## config.mk

```make
export PLATFORM = sky130hd
export DESIGN_NAME = dsp_qid_alloc
export DESIGN_NICKNAME = d
export VERILOG_FILES = /design/src/rtl/dsp_qid_alloc_pkg.sv /design/src/rtl/dsp_popcnt.sv /design/src/rtl/dsp_qid_alloc_chk.sv /design/src/rtl/gnrl_dfflr.sv /design/src/rtl/dsp_qid_alloc.sv
export SDC_FILE = /design/constraint.sdc
export NUM_CORES = 1
export LEC_CHECK = 0
export ABC_AREA = 0
export CAP_MARGIN = 20
export CORE_MARGIN = 2
export CORE_UTILIZATION = 46
export DETAILED_ROUTE_END_ITERATION = 12
export HOLD_SLACK_MARGIN = 0.15
export PLACE_DENSITY = 0.8
export SYNTH_ARGS = -nofsm -noshare
export SYNTH_HDL_FRONTEND = slang
export SYNTH_SLANG_ARGS = --single-unit
```

## constraint.sdc

```tcl
create_clock -name clk -period 5 [get_ports clk]
set_clock_uncertainty 0.1 [all_clocks]
set_input_delay 1 -clock clk [delete_from_list [all_inputs] [get_ports clk]]
set_output_delay 1 -clock clk [all_outputs]
set_load 0.05 [all_outputs]
```

## src/rtl/dsp_qid_alloc_pkg.sv

```systemverilog
// Shared dispatch package.
// Holds the default queue-ID pool geometry for the dispatch stage, the
// load/store buffer ID widths that sit next to it, the lane-count width used
// by the popcount helpers, and the flush classification used by the allocator.
package dsp_qid_alloc_pkg;

    // Default pool size and lane counts for the dispatch queue-ID allocator.
    localparam int DSP_DEPTH = 32;
    localparam int DSP_NREQ  = 4;
    localparam int DSP_NRET  = 4;

    // Load and store buffer ID widths used elsewhere in the dispatch slice.
    localparam int LBUFF_IDW = 4;
    localparam int SBUFF_IDW = 4;

    // Width that holds a popcount of up to 8 lanes (0..8).
    localparam int DSP_CNTW = 4;

    // ID width for a power-of-two pool of the given depth.
    function automatic int dsp_idw(input int depth);
        return $clog2(depth);
    endfunction

    localparam int DSP_IDW = dsp_idw(DSP_DEPTH);

    // Which flush, if any, governs the pointer update this cycle.
    typedef enum logic [1:0] {
        FLUSH_NONE     = 2'd0,
        FLUSH_TRAP     = 2'd1,
        FLUSH_MIS_ROLL = 2'd2,
        FLUSH_MIS_HOLD = 2'd3
    } dsp_flush_e;

endpackage

```

## src/rtl/dsp_popcnt.sv

```systemverilog
// Combinational population count.
// Ports: i_vec (W-bit input vector), o_cnt (OW-bit count of set bits).
module dsp_popcnt #(
    parameter int W  = 4,
    parameter int OW = 4
) (
    input  logic [W-1:0]  i_vec,
    output logic [OW-1:0] o_cnt
);

    // Ripple sum of the set bits.
    always_comb begin
        o_cnt = {OW{1'b0}};
        for (int i = 0; i < W; i++) begin
            o_cnt = o_cnt + OW'(i_vec[i]);
        end
    end

endmodule

```

## src/rtl/dsp_qid_alloc_chk.sv

```systemverilog
// Simulation checker for the queue-ID allocator: flags retire overrun and a
// rollback pointer that lies outside the surviving window.
// Ports: clk, rst_n, flush controls, rollback ID, pointer state, occupancy,
// retire count.
module dsp_qid_alloc_chk #(
    parameter int IDW  = 5,
    parameter int CNTW = 4
) (
    input logic            clk,
    input logic            rst_n,
    input logic            trap,
    input logic            mis,
    input logic            mis_id_vld,
    input logic [IDW:0]    mis_id,
    input logic [IDW:0]    wr_ptr,
    input logic [IDW:0]    rd_ptr,
    input logic [IDW:0]    occ,
    input logic [CNTW-1:0] nret
);

    localparam int PW   = IDW + 1;
    localparam int CMPW = (PW > CNTW) ? PW : CNTW;

    logic [PW-1:0] lo_s;
    logic [PW-1:0] span_s;
    logic [PW-1:0] off_s;

    // Oldest surviving entry after this cycle's retirement, and distances
    // from it measured modulo the pointer space.
    assign lo_s   = rd_ptr + PW'(nret);
    assign span_s = wr_ptr - lo_s;
    assign off_s  = mis_id - lo_s;

    a_ret_overrun: assert property (@(posedge clk) disable iff (!rst_n)
        !trap |-> (CMPW'(nret) <= CMPW'(occ)))
        else $error("dsp_qid_alloc: retire count exceeds occupancy");

    a_mis_range: assert property (@(posedge clk) disable iff (!rst_n)
        (!trap && mis && mis_id_vld) |-> (off_s <= span_s))
        else $error("dsp_qid_alloc: rollback ID outside live window");

endmodule

```

## src/rtl/gnrl_dfflr.sv

```systemverilog
// General load-enabled flop with asynchronous active-low reset to zero.
// Ports: clk, rst_n, lden (load enable), dnxt (next value), qout (state).
module gnrl_dfflr #(
    parameter int DW = 1
) (
    input  logic          clk,
    input  logic          rst_n,
    input  logic          lden,
    input  logic [DW-1:0] dnxt,
    output logic [DW-1:0] qout
);

    // State register: cleared by reset, loaded when lden is high.
    always_ff @(posedge clk or negedge rst_n) begin
        if (!rst_n) begin
            qout <= {DW{1'b0}};
        end else if (lden) begin
            qout <= dnxt;
        end
    end

endmodule

```

## src/rtl/dsp_qid_alloc.sv

```systemverilog
// Dispatch queue-ID allocator.
// Hands out up to NREQ consecutive IDs per cycle (all-or-nothing) from a
// circular pool of DEPTH entries and reclaims up to NRET per cycle in order.
// Pointers carry an extra wrap bit so full and empty are distinguishable.
// Ports:
//   clk, rst_n           clock and asynchronous active-low reset
//   i_trap_flush         reset both pointers to zero
//   i_mis_flush          mispredict / load-store flush
//   i_mis_id_vld/i_mis_id  rollback allocation pointer (wrap bit included)
//   i_stall              block allocation
//   i_req_vld            per-lane request; o_req_gnt grants the whole group
//   o_req_id             per-lane ID, lane k at [k*IDW +: IDW]
//   i_ret_vld            per-lane retire
//   o_dsp_ptr/o_ret_ptr  allocation and retire pointers (registered)
//   o_free_cnt/o_full/o_empty  pool status
module dsp_qid_alloc
    import dsp_qid_alloc_pkg::*;
#(
    parameter int  DEPTH = DSP_DEPTH,
    parameter int  NREQ  = DSP_NREQ,
    parameter int  NRET  = DSP_NRET,
    localparam int IDW   = dsp_idw(DEPTH)
) (
    input  logic                clk,
    input  logic                rst_n,
    input  logic                i_trap_flush,
    input  logic                i_mis_flush,
    input  logic                i_mis_id_vld,
    input  logic [IDW:0]        i_mis_id,
    input  logic                i_stall,
    input  logic [NREQ-1:0]     i_req_vld,
    output logic                o_req_gnt,
    output logic [NREQ*IDW-1:0] o_req_id,
    input  logic [NRET-1:0]     i_ret_vld,
    output logic [IDW:0]        o_dsp_ptr,
    output logic [IDW:0]        o_ret_ptr,
    output logic [IDW:0]        o_free_cnt,
    output logic                o_full,
    output logic                o_empty
);

    localparam int PW   = IDW + 1;
    localparam int CMPW = (PW > DSP_CNTW) ? PW : DSP_CNTW;

    logic [PW-1:0]       wr_r;
    logic [PW-1:0]       rd_r;
    logic [PW-1:0]       wr_nxt_s;
    logic [PW-1:0]       rd_nxt_s;
    logic                wr_ld_s;
    logic                rd_ld_s;
    logic [PW-1:0]       occ_s;
    logic [PW-1:0]       free_s;
    logic [DSP_CNTW-1:0] nreq_s;
    logic [DSP_CNTW-1:0] nret_s;
    logic [DSP_CNTW-1:0] pfx_s [NREQ];
    logic [PW-1:0]       lane_ptr_s [NREQ];
    logic                gnt_s;
    dsp_flush_e          flush_s;

    dsp_popcnt #(.W(NREQ), .OW(DSP_CNTW)) u_nreq (
        .i_vec (i_req_vld),
        .o_cnt (nreq_s)
    );

    dsp_popcnt #(.W(NRET), .OW(DSP_CNTW)) u_nret (
        .i_vec (i_ret_vld),
        .o_cnt (nret_s)
    );

    // Lane k is offset by the number of valid lanes below it, so valid lanes
    // receive consecutive IDs and an invalid lane shares its upper neighbour's.
    assign pfx_s[0] = {DSP_CNTW{1'b0}};

    for (genvar k = 1; k < NREQ; k++) begin : g_pfx
        dsp_popcnt #(.W(k), .OW(DSP_CNTW)) u_pfx (
            .i_vec (i_req_vld[k-1:0]),
            .o_cnt (pfx_s[k])
        );
    end

    for (genvar k = 0; k < NREQ; k++) begin : g_lane
        assign lane_ptr_s[k]          = wr_r + PW'(pfx_s[k]);
        assign o_req_id[k*IDW +: IDW] = lane_ptr_s[k][IDW-1:0];
    end

    // Occupancy is taken modulo the pointer space; the wrap bit makes a full
    // pool (occupancy DEPTH) distinct from an empty one.
    assign occ_s  = wr_r - rd_r;
    assign free_s = PW'(DEPTH) - occ_s;

    // Grant only against entries free at the start of the cycle; entries
    // retired this cycle become available next cycle.
    assign gnt_s = (nreq_s != {DSP_CNTW{1'b0}})
                && (CMPW'(nreq_s) <= CMPW'(free_s))
                && !i_stall && !i_trap_flush && !i_mis_flush;

    // Flush priority: trap over mispredict; a mispredict without a rollback
    // ID only suppresses allocation.
    always_comb begin
        if (i_trap_flush) begin
            flush_s = FLUSH_TRAP;
        end else if (i_mis_flush && i_mis_id_vld) begin
            flush_s = FLUSH_MIS_ROLL;
        end else if (i_mis_flush) begin
            flush_s = FLUSH_MIS_HOLD;
        end else begin
            flush_s = FLUSH_NONE;
        end
    end

    // Next-pointer selection; retirement continues through a mispredict.
    always_comb begin
        wr_nxt_s = wr_r;
        wr_ld_s  = 1'b0;
        rd_nxt_s = rd_r + PW'(nret_s);
        rd_ld_s  = (nret_s != {DSP_CNTW{1'b0}});
        case (flush_s)
            FLUSH_TRAP: begin
                wr_nxt_s = {PW{1'b0}};
                wr_ld_s  = 1'b1;
                rd_nxt_s = {PW{1'b0}};
                rd_ld_s  = 1'b1;
            end
            FLUSH_MIS_ROLL: begin
                wr_nxt_s = i_mis_id;
                wr_ld_s  = 1'b1;
            end
            FLUSH_MIS_HOLD: begin
                wr_ld_s = 1'b0;
            end
            FLUSH_NONE: begin
                if (gnt_s) begin
                    wr_nxt_s = wr_r + PW'(nreq_s);
                    wr_ld_s  = 1'b1;
                end else begin
                    wr_ld_s = 1'b0;
                end
            end
            default: begin
                wr_nxt_s = wr_r;
                wr_ld_s  = 1'b0;
            end
        endcase
    end

    gnrl_dfflr #(.DW(PW)) u_wr_ptr (
        .clk   (clk),
        .rst_n (rst_n),
        .lden  (wr_ld_s),
        .dnxt  (wr_nxt_s),
        .qout  (wr_r)
    );

    gnrl_dfflr #(.DW(PW)) u_rd_ptr (
        .clk   (clk),
        .rst_n (rst_n),
        .lden  (rd_ld_s),
        .dnxt  (rd_nxt_s),
        .qout  (rd_r)
    );

    assign o_req_gnt  = gnt_s;
    assign o_dsp_ptr  = wr_r;
    assign o_ret_ptr  = rd_r;
    assign o_free_cnt = free_s;
    assign o_full     = (free_s == {PW{1'b0}});
    assign o_empty    = (free_s == PW'(DEPTH));

    dsp_qid_alloc_chk #(.IDW(IDW), .CNTW(DSP_CNTW)) u_chk (
        .clk        (clk),
        .rst_n      (rst_n),
        .trap       (i_trap_flush),
        .mis        (i_mis_flush),
        .mis_id_vld (i_mis_id_vld),
        .mis_id     (i_mis_id),
        .wr_ptr     (wr_r),
        .rd_ptr     (rd_r),
        .occ        (occ_s),
        .nret       (nret_s)
    );

endmodule
```

# ---- Word level (Yosys, flattened, before mapping)
# Cells that the tools add are included.
dict set report totals {
  inputBits 20
  reg_bits 12
}
dict set report classes {
  order_cmp 1
  n_eq_ne 5
  n_addsub 13
  n_reduce_logical 15
  n_mux 9
}
# op n
set ops {}
lappend ops {{6-bit one-hot mux with 3 select lines} 1}
lappend ops {{4-bit by 1-bit adder with 4-bit output} 4}
lappend ops {{6-bit by 4-bit adder with 6-bit output} 2}
lappend ops {{6-bit two-way mux} 2}
lappend ops {{5-bit by 4-bit adder with 5-bit output} 2}
lappend ops {{4-bit nonzero test} 2}
lappend ops {{6-bit equality test (second input constant)} 1}
lappend ops {{4-bit by 6-bit less-or-equal comparator with 1-bit output} 1}
lappend ops {{6-bit zero test} 1}
lappend ops {{2-bit two-way mux} 3}
lappend ops {{6-bit subtractor} 1}
lappend ops {{6-bit subtractor (first input constant)} 1}
lappend ops {{5-bit by 1-bit adder with 5-bit output} 1}
lappend ops {{1-bit logical AND} 5}
lappend ops {{1-bit by 1-bit adder with 2-bit output} 2}
lappend ops {{2-bit equality test (second input constant)} 2}
lappend ops {{1-bit zero test} 3}
lappend ops {{1-bit one-hot mux with 3 select lines} 1}
lappend ops {{3-bit AND reduction} 1}
lappend ops {{3-bit nonzero test} 1}
lappend ops {{2-bit by 1-bit equality test with 1-bit output (second input constant)} 1}
lappend ops {{2-bit zero test} 1}
lappend ops {{1-bit two-way mux} 2}
lappend ops {{2-bit != test (second input constant)} 1}
lappend ops {{2-bit OR reduction} 1}

# ---- Depth between registers and ports, before layout
# Gate-level depths: netlist of the first run.
dict set report logic_depth {
  word_depth 11
  depth_mapped 15
}

# ---- Cells and area by module
# From an unflattened synthesis of the first run, not the netlist that was laid out.
dict set report unflattened {
  hier_cells 254
  area_unflattened_um2 2213.4
}
# module cells_per_inst n_inst seq_area_each_um2 area_per_inst_um2
set by_module_without_submodules {}
lappend by_module_without_submodules {dsp_qid_alloc 195 1 0.0 1456.4}
lappend by_module_without_submodules {gnrl_dfflr 13 2 150.1 251.5}
lappend by_module_without_submodules {{dsp_popcnt (u_nreq ...)} 10 2 0.0 75.1}
lappend by_module_without_submodules {{dsp_popcnt (g_pfx[3].u_pfx)} 4 1 0.0 38.8}
lappend by_module_without_submodules {{dsp_popcnt (g_pfx[1].u_pfx)} 5 1 0.0 33.8}
lappend by_module_without_submodules {{dsp_popcnt (g_pfx[2].u_pfx)} 4 1 0.0 31.3}

# ---- Worst setup path before layout of the first run
# OpenSTA, ideal clock, no wires.
dict set report synth_timing {
  kind {reg2out}
  from {register u_wr_ptr.qout[1]}
  to {output port o_req_gnt}
  path_buffers 1
  stages_incl_launch_ff 14
  setup_slack_ns -0.154
  t_arrival_ns 4.054
  required_time_ns 3.900
  cell_sequence {dfrtp_1 > inv_1 > ha_1 > ha_1 > inv_1 > fa_1 > xnor2_1 > inv_1 > ha_1 > and4_1 > a21oi_1 > o211ai_2 > and2_4 > buf_6}
}
dict set report synth_between {
  elab_chain_cells 7
}
# element line
set synth_rtl {}
lappend synth_rtl {{start, declared} gnrl_dfflr.sv:10} ;# output logic [DW-1:0] qout
lappend synth_rtl {{start signal, assigned} gnrl_dfflr.sv:16} ;# qout <= {DW{1'b0}};
lappend synth_rtl {{start signal, assigned} gnrl_dfflr.sv:18} ;# qout <= dnxt;
lappend synth_rtl {{6-bit subtractor} dsp_qid_alloc.sv:88} ;# assign occ_s = wr_r - rd_r;
lappend synth_rtl {{6-bit subtractor} dsp_qid_alloc.sv:89} ;# assign free_s = PW'(DEPTH) - occ_s;
lappend synth_rtl {{net o_free_cnt[3]} dsp_qid_alloc.sv:37} ;# output logic [IDW:0] o_free_cnt,
lappend synth_rtl {{4-bit by 6-bit less-or-equal comparator with 1-bit output} dsp_qid_alloc.sv:94} ;# && (CMPW'(nreq_s) <= CMPW'(free_s))
lappend synth_rtl {{1-bit logical AND} dsp_qid_alloc.sv:94}
lappend synth_rtl {{1-bit logical AND (3 in series)} dsp_qid_alloc.sv:95} ;# && !i_stall && !i_trap_flush && !i_mis_flush;
lappend synth_rtl {{end, declared} dsp_qid_alloc.sv:32} ;# output logic o_req_gnt,
# The timed path passes the listed nets, and every way through them passes these cells.

# ---- Final worst setup path of the first run
dict set report layout_timing {
  from {input port i_req_vld[2]}
  to {output port o_req_gnt}
}
dict set report layout_between {
  elab_chain_cells 7
  word_cells_on_any_way 8
}
# element line
set layout_rtl {}
lappend layout_rtl {{start, declared} dsp_qid_alloc.sv:31} ;# input logic [NREQ-1:0] i_req_vld,
lappend layout_rtl {{4-bit by 1-bit adder with 4-bit output (*) (2 in series)} dsp_popcnt.sv:15} ;# o_cnt = o_cnt + OW'(i_vec[i]);
lappend layout_rtl {{4-bit by 6-bit less-or-equal comparator with 1-bit output / 4-bit nonzero test (equally long branches)} {dsp_qid_alloc.sv:94, dsp_qid_alloc.sv:93}}
lappend layout_rtl {{1-bit logical AND (*)} dsp_qid_alloc.sv:94}
lappend layout_rtl {{1-bit logical AND (*) (3 in series)} dsp_qid_alloc.sv:95}
# Every way passes the cells marked *; elsewhere a longest branch is shown, timed or not.

==> flow_metrics.py, run 1 <==
metrics = {
    "global_route": {
        "grt_pass1_vias": 1577,
        "grt.met1_usage_pct": 25.3,
        "grt_max_degree": 13,
        "gr-total-overflow": 0,
        "grt_pass1_wl_mm": 7.03,
        "grt_busiest_layer": "met2",
        "met3_usage_pct": 4.79,
        "track_usage_pct": 20.6,
        "antenna_found_initial": 0,
        "use_met2_pct": 37.8,
    },
    "finish": {
        "stdcell_count": 310,
        "synthToLayoutAreaGrowth_pct": 42.3,
        "utilization_pct": 67.6,
        "layout.nets": 325,
        "diodes": 0,
        "drive_gt1_share_pct": 9.54,
    },
    "timing": {
        "finalSetupViolations": 0,
        "final-max-slew-violation-count": 0,
        "max_slew.worst_pin.slew_ns": 0.571,
        "finalCriticalPeriod_ns": 4.88,
        "timing.final.crit_share_pct": 97.5,
        "finalHoldViolations": 0,
        "rsz0062_at_grt": "no",
        "tns_ns": 0,
        "timing.max_slew.rel_slack_pct": 61.8,
        "whs_ns": 0.482,
        "timing.fmax_mhz": 205,
    },
    "pwr": {
        "p_sw_uw": 692,
        "p_per_area_nw_per_um2": 499,
        "switching_share_pct": 56.4,
        "power_frac_seq_pct": 10.8,
        "max-vdd-ir-drop_v": 0.000545,
        "cellInternalPower_uw": 536,
        "power_leakage_uw": 0.00120,
        "combPwrFrac_pct": 82.0,
        "power.share.clock_pct": 7.2,
        "p_total_uw": 1230,
    },
    "worst_hold_path": {
        "hold_class": "flop to flop",
    },
    "floorplan": {
        "io_pins": 61,
        "start_util_pct": 47.5,
        "core_um2": 3630,
        "die-width_um": 65.3,
        "rows": 22,
        "dieArea_um2": 4260,
        "fp.dieH_um": 65.3,
    },
    "synthesis": {
        "yosysWarnings": 0,
        "seq_area_frac_synth_pct": 17.4,
        "synth_flop_cell": "dfrtp_1",
        "syn_inst": 199,
        "syn_nets": 260,
        "synth-edff-count": 0,
        "syn_area_um2": 1730,
        "syn_avg_cell_area_um2": 8.68,
        "synthArstFlopShare_pct": 100,
        "synth_cell_types": 39,
        "ys_ff_latch": 12,
    },
    "worst_setup_path": {
        "arrival_ns": 3.78,
        "cp_data_required_time_ns": 3.90,
        "endpoint_kind": "primary output",
        "crit_fanout": 2,
        "crit_type": "primary input to primary output",
        "crit_path_start_kind": "primary input",
    },
    "clock_network": {
        "insertion_delay_ns": 0.24,
        "tritoncts": "done",
        "postCtsHoldBufs": 0,
        "clkTransAtPathRegs_ns": 0.05,
        "cts_made_buffers": 3,
        "htree_levels": 1,
        "clock_path_buffers": 2,
        "cts_sinks": 12,
        "cts_root_buffer": "clkbuf_8",
    },
    "run_status": {
        "status": "completed",
    },
    "place": {
        "place_hpwl_mm": 3.47,
        "dp_cells": 306,
        "finalWeightedCongestion": 0.896,
        "port_buffers": 60,
    },
    "flow_run": {
        "cap_violations": 0,
    },
    "detailed_routing": {
        "dr.first_iter.drc_count": 72,
        "vias_per_cell": 5.21,
        "routed_wl_mm": 4.13,
        "postRouteAntennaNets": 0,
        "wire_per_inst_um": 13.3,
        "firstDrtPassIters": 4,
        "num_vias": 1616,
        "drcViolationCount": 0,
    },
}
==> cells in the mapped netlist (2+ instances only) <==
master    instances  area share, %
nor2b_1           6            2.2
nand2_1           9            2.0
dfrtp_1          12             17
a21o_1            4            1.7
o21ai_0           3           0.87
buf_4             5            2.2
nand3_1           5            1.4
o211ai_1          2           0.87
nor2_1           15            3.3
or3_1             2           0.72
clkbuf_1          3           0.65
nor3_1            5            1.4
ha_1             33             24
a221o_1           2            1.2
xnor2_1          12            6.1
fa_1              8            9.3
mux2_4            2            1.7
xor2_1            6            3.0
a21oi_1          14            4.1
inv_1            32            7.0
==> metrics by stage <==
step / instance area, µm² / setup WS [ns]
2_1_floorplan: 1740 / 0.180
3_3_place_gp: 2410 / 0.0227
3_5_place_dp: 2410 / -0.0378
4_1_cts: 2460 / 0.100
5_1_grt: 2460 / 0.0147
6_report: 2460 / 0.125
==> flip-flops by register name (all words and copies together) (netlist names) <==
signal,count
u_wr_ptr.qout,6
u_rd_ptr.qout,6
==> logic make-up after synthesis <==
kind of cell               count (synthesis)  synth area share (%)
and+or+nand+nor                           50                  14.6
AOI/OAI and AO/OA                         34                  13.0
buffers and inverters                     41                  10.4
xor gates and xnor gates                  18                  9.13
DFF                                       12                  17.4
muxes                                      3                  2.32
adders and majority gates                 41                  33.2
==> critical path: stages <==
cell           delay [ns]
dlygate4sd2_1        0.26
fa_1                 0.58
ha_1                 0.17
inv_1                0.06
fa_1                 0.51
inv_1                0.07
ha_1                 0.29
nor2b_1              0.13
o211ai_1             0.09
a21oi_1              0.17
o211ai_2             0.13
and2_4               0.18
buf_12               0.14
==> power by group through the flow <==
| stage | Combinational, µW | Sequential [µW] | Clock (µW) |
|---|---|---|---|
| floorplan | 667 | 182 | 0 |
| global placement | 993 | 133 | 0 |
| detailed placement | 1010 | 133 | 0 |
| CTS | 1010 | 132 | 88.8 |
| global route | 1080 | 135 | 97.0 |
| finish | 1010 | 132 | 89.0 |
==> final cells by class <==
| cell class | instances | area [µm²] |
|---|---|---|
| clock buffer | 3 | 41.3 |
| timing repair buffer | 69 | 677 |
| inverter | 32 | 120 |
| sequential | 12 | 300 |
| multi-input combinational | 146 | 1260 |
| fill | 313 | 1180 |
| tap | 48 | 60.1 |
==> layout by cell type, fill, tap and decap left out, types with 2 or more instances in the layout <==
| cell type | n |
|---|---|
| o211ai_1 | 2 |
| mux2_4 | 2 |
| ha_1 | 33 |
| inv_1 | 32 |
| clkbuf_8 | 3 |
| nor3_1 | 4 |
| nand3_1 | 5 |
| fa_1 | 8 |
| nand2_1 | 9 |
| a21o_1 | 4 |
| dlygate4sd2_1 | 3 |
| nor2_1 | 15 |
| xor2_1 | 6 |
| nor2b_1 | 6 |
| clkdlybuf4s50_1 | 52 |
| a221o_1 | 2 |
| buf_4 | 12 |
| buf_12 | 2 |
| or3_1 | 2 |
| a21oi_1 | 14 |
| o21ai_0 | 3 |
| xnor2_1 | 11 |
| dfrtp_1 | 12 |
==> metal layers <==
layer | wire (µm) | vias to the layer above
met2 | 2130 | 61
met1 | 1710 | 762
li1 | - | 791
met4 | 19 | 0
met3 | 268 | 2
met5 | 0 | -
==> path summary, 6_finish.rpt <==
check                                  from  slack [ns]  cells after the start               end
max in group asynchronous             rst_n        3.39                      1  u_rd_ptr.qout[2]
min in group asynchronous             rst_n        1.02                      1  u_wr_ptr.qout[0]
setup / recovery               i_req_vld[2]        0.12                     13         o_req_gnt
hold / removal             u_rd_ptr.qout[5]        0.48                      2  u_rd_ptr.qout[5]
hold reg to reg            u_rd_ptr.qout[5]        0.48                      2  u_rd_ptr.qout[5]
setup reg to reg           u_wr_ptr.qout[0]        1.51                     14  u_wr_ptr.qout[2]
==> what timing repair did <==
item / 4_1_cts / 5_1_grt
buffers inserted: 1 / 0
setup endpoints to repair: 1 / 1
gates resized for setup: 3 / 0
pin swaps: 3 / 2
No activity file was read; power rests on OpenSTA's default activity.
==> run 2: changes to the inputs <==
--- a/config.mk
+++ b/config.mk
@@ -11,7 +11,7 @@
 export CORE_UTILIZATION = 46
 export DETAILED_ROUTE_END_ITERATION = 12
 export HOLD_SLACK_MARGIN = 0.15
-export PLACE_DENSITY = 0.8
+export PLACE_DENSITY = 0.85
 export SYNTH_ARGS = -nofsm -noshare
 export SYNTH_HDL_FRONTEND = slang
 export SYNTH_SLANG_ARGS = --single-unit
==> constraint.sdc (replaced) <==
create_clock -name clk -period 4.6 [get_ports clk]
set_clock_uncertainty 0.1 [all_clocks]
set_input_delay 0.92 -clock clk [delete_from_list [all_inputs] [get_ports clk]]
set_output_delay 0.92 -clock clk [all_outputs]
set_load 0.05 [all_outputs]
==> run 2 against run 1 <==
  * Die area is the same
  * Non-clock buffer count grew 8
  * Sequential share of layout area shrank 0.54 points
  * Sequential cell count is the same
  * Utilization grew 3.1 points
  * Clock power grew 9.2%
  * Count of clock-buffer cells in the layout is the same
  * Combinational power grew 17%
  * Worst setup slack lost 0.032 ns
  * Via count grew 3.1%
==> flow_metrics.py, run 2 (synthesis results as in run 1) <==
metrics = {
    "detailed_routing": {
        "routed_wl_mm": 4.57,
        "vias_per_cell": 5.24,
        "drcViolationCount": 0,
        "wire_per_inst_um": 14.4,
        "num_vias": 1666,
        "dr.first_iter.drc_count": 66,
        "firstDrtPassIters": 4,
        "postRouteAntennaNets": 0,
    },
    "worst_setup_path": {
        "endpoint_kind": "primary output",
        "reg2reg_setup_slack_ns": 1.02,
        "worstReg2RegEnd": "u_wr_ptr.qout[3]",
        "startpoint": "i_req_vld[0]",
        "crit_type": "primary input to primary output",
        "reg2regPathDepth": 15,
        "arrival_ns": 3.49,
        "critPathCapture": "o_req_gnt",
        "reg2reg_from": "u_wr_ptr.qout[1]",
        "cp_data_required_time_ns": 3.58,
        "crit_path_start_kind": "primary input",
        "crit_fanout": 2,
    },
    "timing": {
        "tns_ns": 0,
        "finalHoldViolations": 0,
        "max_slew.worst_pin.slew_ns": 0.546,
        "finalCriticalPeriod_ns": 4.51,
        "finalSetupViolations": 0,
        "rsz0062_at_grt": "no",
        "final-max-slew-violation-count": 0,
        "timing.fmax_mhz": 222,
        "timing.max_slew.rel_slack_pct": 63.5,
        "timing.final.crit_share_pct": 98.0,
    },
    "finish": {
        "drive_gt1_share_pct": 17.8,
        "layout_common_cells": "clkdlybuf4s50_1, ha_1, inv_1, buf_4",
        "nFillCells": 284,
        "layout.nets": 333,
        "layout_commonest_cell": "clkdlybuf4s50_1",
        "largest_registers": "u_rd_ptr.qout x6, u_wr_ptr.qout x6",
        "diodes": 0,
        "utilization_pct": 70.8,
        "synthToLayoutAreaGrowth_pct": 48.9,
    },
    "run_status": {
        "status": "completed",
    },
    "global_route": {
        "track_usage_pct": 23.3,
        "grt_max_degree": 13,
        "grt_pass1_vias": 1735,
        "antenna_found_initial": 0,
        "gr-total-overflow": 0,
        "grt_pass1_wl_mm": 7.86,
    },
    "floorplan": {
        "rows": 22,
        "fp.dieH_um": 65.3,
        "start_util_pct": 47.5,
        "die-width_um": 65.3,
        "io_pins": 61,
        "core_um2": 3630,
        "dieArea_um2": 4260,
    },
    "worst_hold_path": {
        "hold_class": "flop to flop",
    },
    "clock_network": {
        "cts_sinks": 12,
        "htree_levels": 1,
        "clock_path_buffers": 2,
        "postCtsHoldBufs": 0,
        "cts_made_buffers": 3,
        "insertion_delay_ns": 0.24,
        "cts_root_buffer": "clkbuf_8",
        "clkTransAtPathRegs_ns": 0.05,
        "tritoncts": "done",
    },
    "place": {
        "place_hpwl_mm": 3.75,
        "port_buffers": 60,
        "finalWeightedCongestion": 0.891,
    },
    "pwr": {
        "max-vdd-ir-drop_v": 0.000510,
        "switching_share_pct": 55.4,
        "combPwrFrac_pct": 83.1,
        "p_per_area_nw_per_um2": 553,
        "power_leakage_uw": 0.00126,
        "power_frac_seq_pct": 10.1,
        "power.share.clock_pct": 6.8,
        "p_sw_uw": 787,
        "cellInternalPower_uw": 634,
    },
    "flow_run": {
        "cap_violations": 0,
    },
}
## run 2: worst min-delay path by stage
| stage | cells past startpoint | to | slack, ns | start |
|---|---|---|---|---|
| 6_report | 2 | u_rd_ptr.qout[0] | 0.49 | u_rd_ptr.qout[0] |
| 5_1_grt | 2 | u_rd_ptr.qout[0] | 0.54 | u_rd_ptr.qout[0] |
| 4_1_cts | 2 | u_rd_ptr.qout[0] | 0.49 | u_rd_ptr.qout[0] |
| 3_5_place_dp | 2 | u_rd_ptr.qout[0] | 0.48 | u_rd_ptr.qout[0] |
| 3_3_place_gp | 2 | u_rd_ptr.qout[0] | 0.46 | u_rd_ptr.qout[0] |
| 2_1_floorplan | 0 | u_rd_ptr.qout[0] | 0.52 | rst_n |
## run 2: metal layers
metal | vias up | routed length, µm | global-route usage [%]
met5 | - | 0 | 0
met1 | 791 | 1780 | 27.1
met3 | 4 | 335 | 6.51
met2 | 65 | 2420 | 42.0
met4 | 0 | 36 | 6.25
li1 | 806 | - | -
## run 2: critical path: stages
cell and delay (ns):
buf_6 0.10, fa_1 0.56, ha_2 0.19, inv_2 0.03, fa_1 0.52, inv_2 0.07, ha_4 0.26, nor2b_4 0.12
o211ai_1 0.08, a21oi_1 0.19, o211ai_2 0.12, and2_4 0.17, buf_12 0.14
## run 2: timing repair
| action | CTS | global route |
|---|---|---|
| setup buffers | 3 | 0 |
| endpoints found under the setup margin | 1 | 1 |
| resized for setup | 14 | 5 |
| pin swaps | 6 | 6 |
## run 2: layout make-up
class                   count  area, µm²  share of cell area, %
well taps                  48       60.1                   2.34
flip-flops and latches     12        300                   11.7
multi-input cells         146       1290                   50.4
clock buffers               3       41.3                   1.61
repair buffers             77        754                   29.3
inverters                  32        120                   4.67
## run 2: power groups by stage
stage | combinational [µW] | sequential, µW | clock (µW)
finish | 1180 | 143 | 97.2
global route | 1260 | 145 | 105
CTS | 1160 | 143 | 97.3
detailed placement | 1140 | 144 | 0
global placement | 1120 | 143 | 0
floorplan | 748 | 198 | 0
## run 2: stage by stage
stage                     cell area [µm²]  total power, µW  worst slack, ns  hold WS (ns)  std cells
final                                2570             1420           0.0926         0.489        318
after CTS                            2540             1400           0.0249         0.490        318
after floorplan                      1750              946          -0.0500         0.524        199
after global routing                 2570             1510          0.00723         0.539        318
after detailed placement             2490             1290           -0.243         0.479        312
after global placement               2490             1270           -0.220         0.465        312
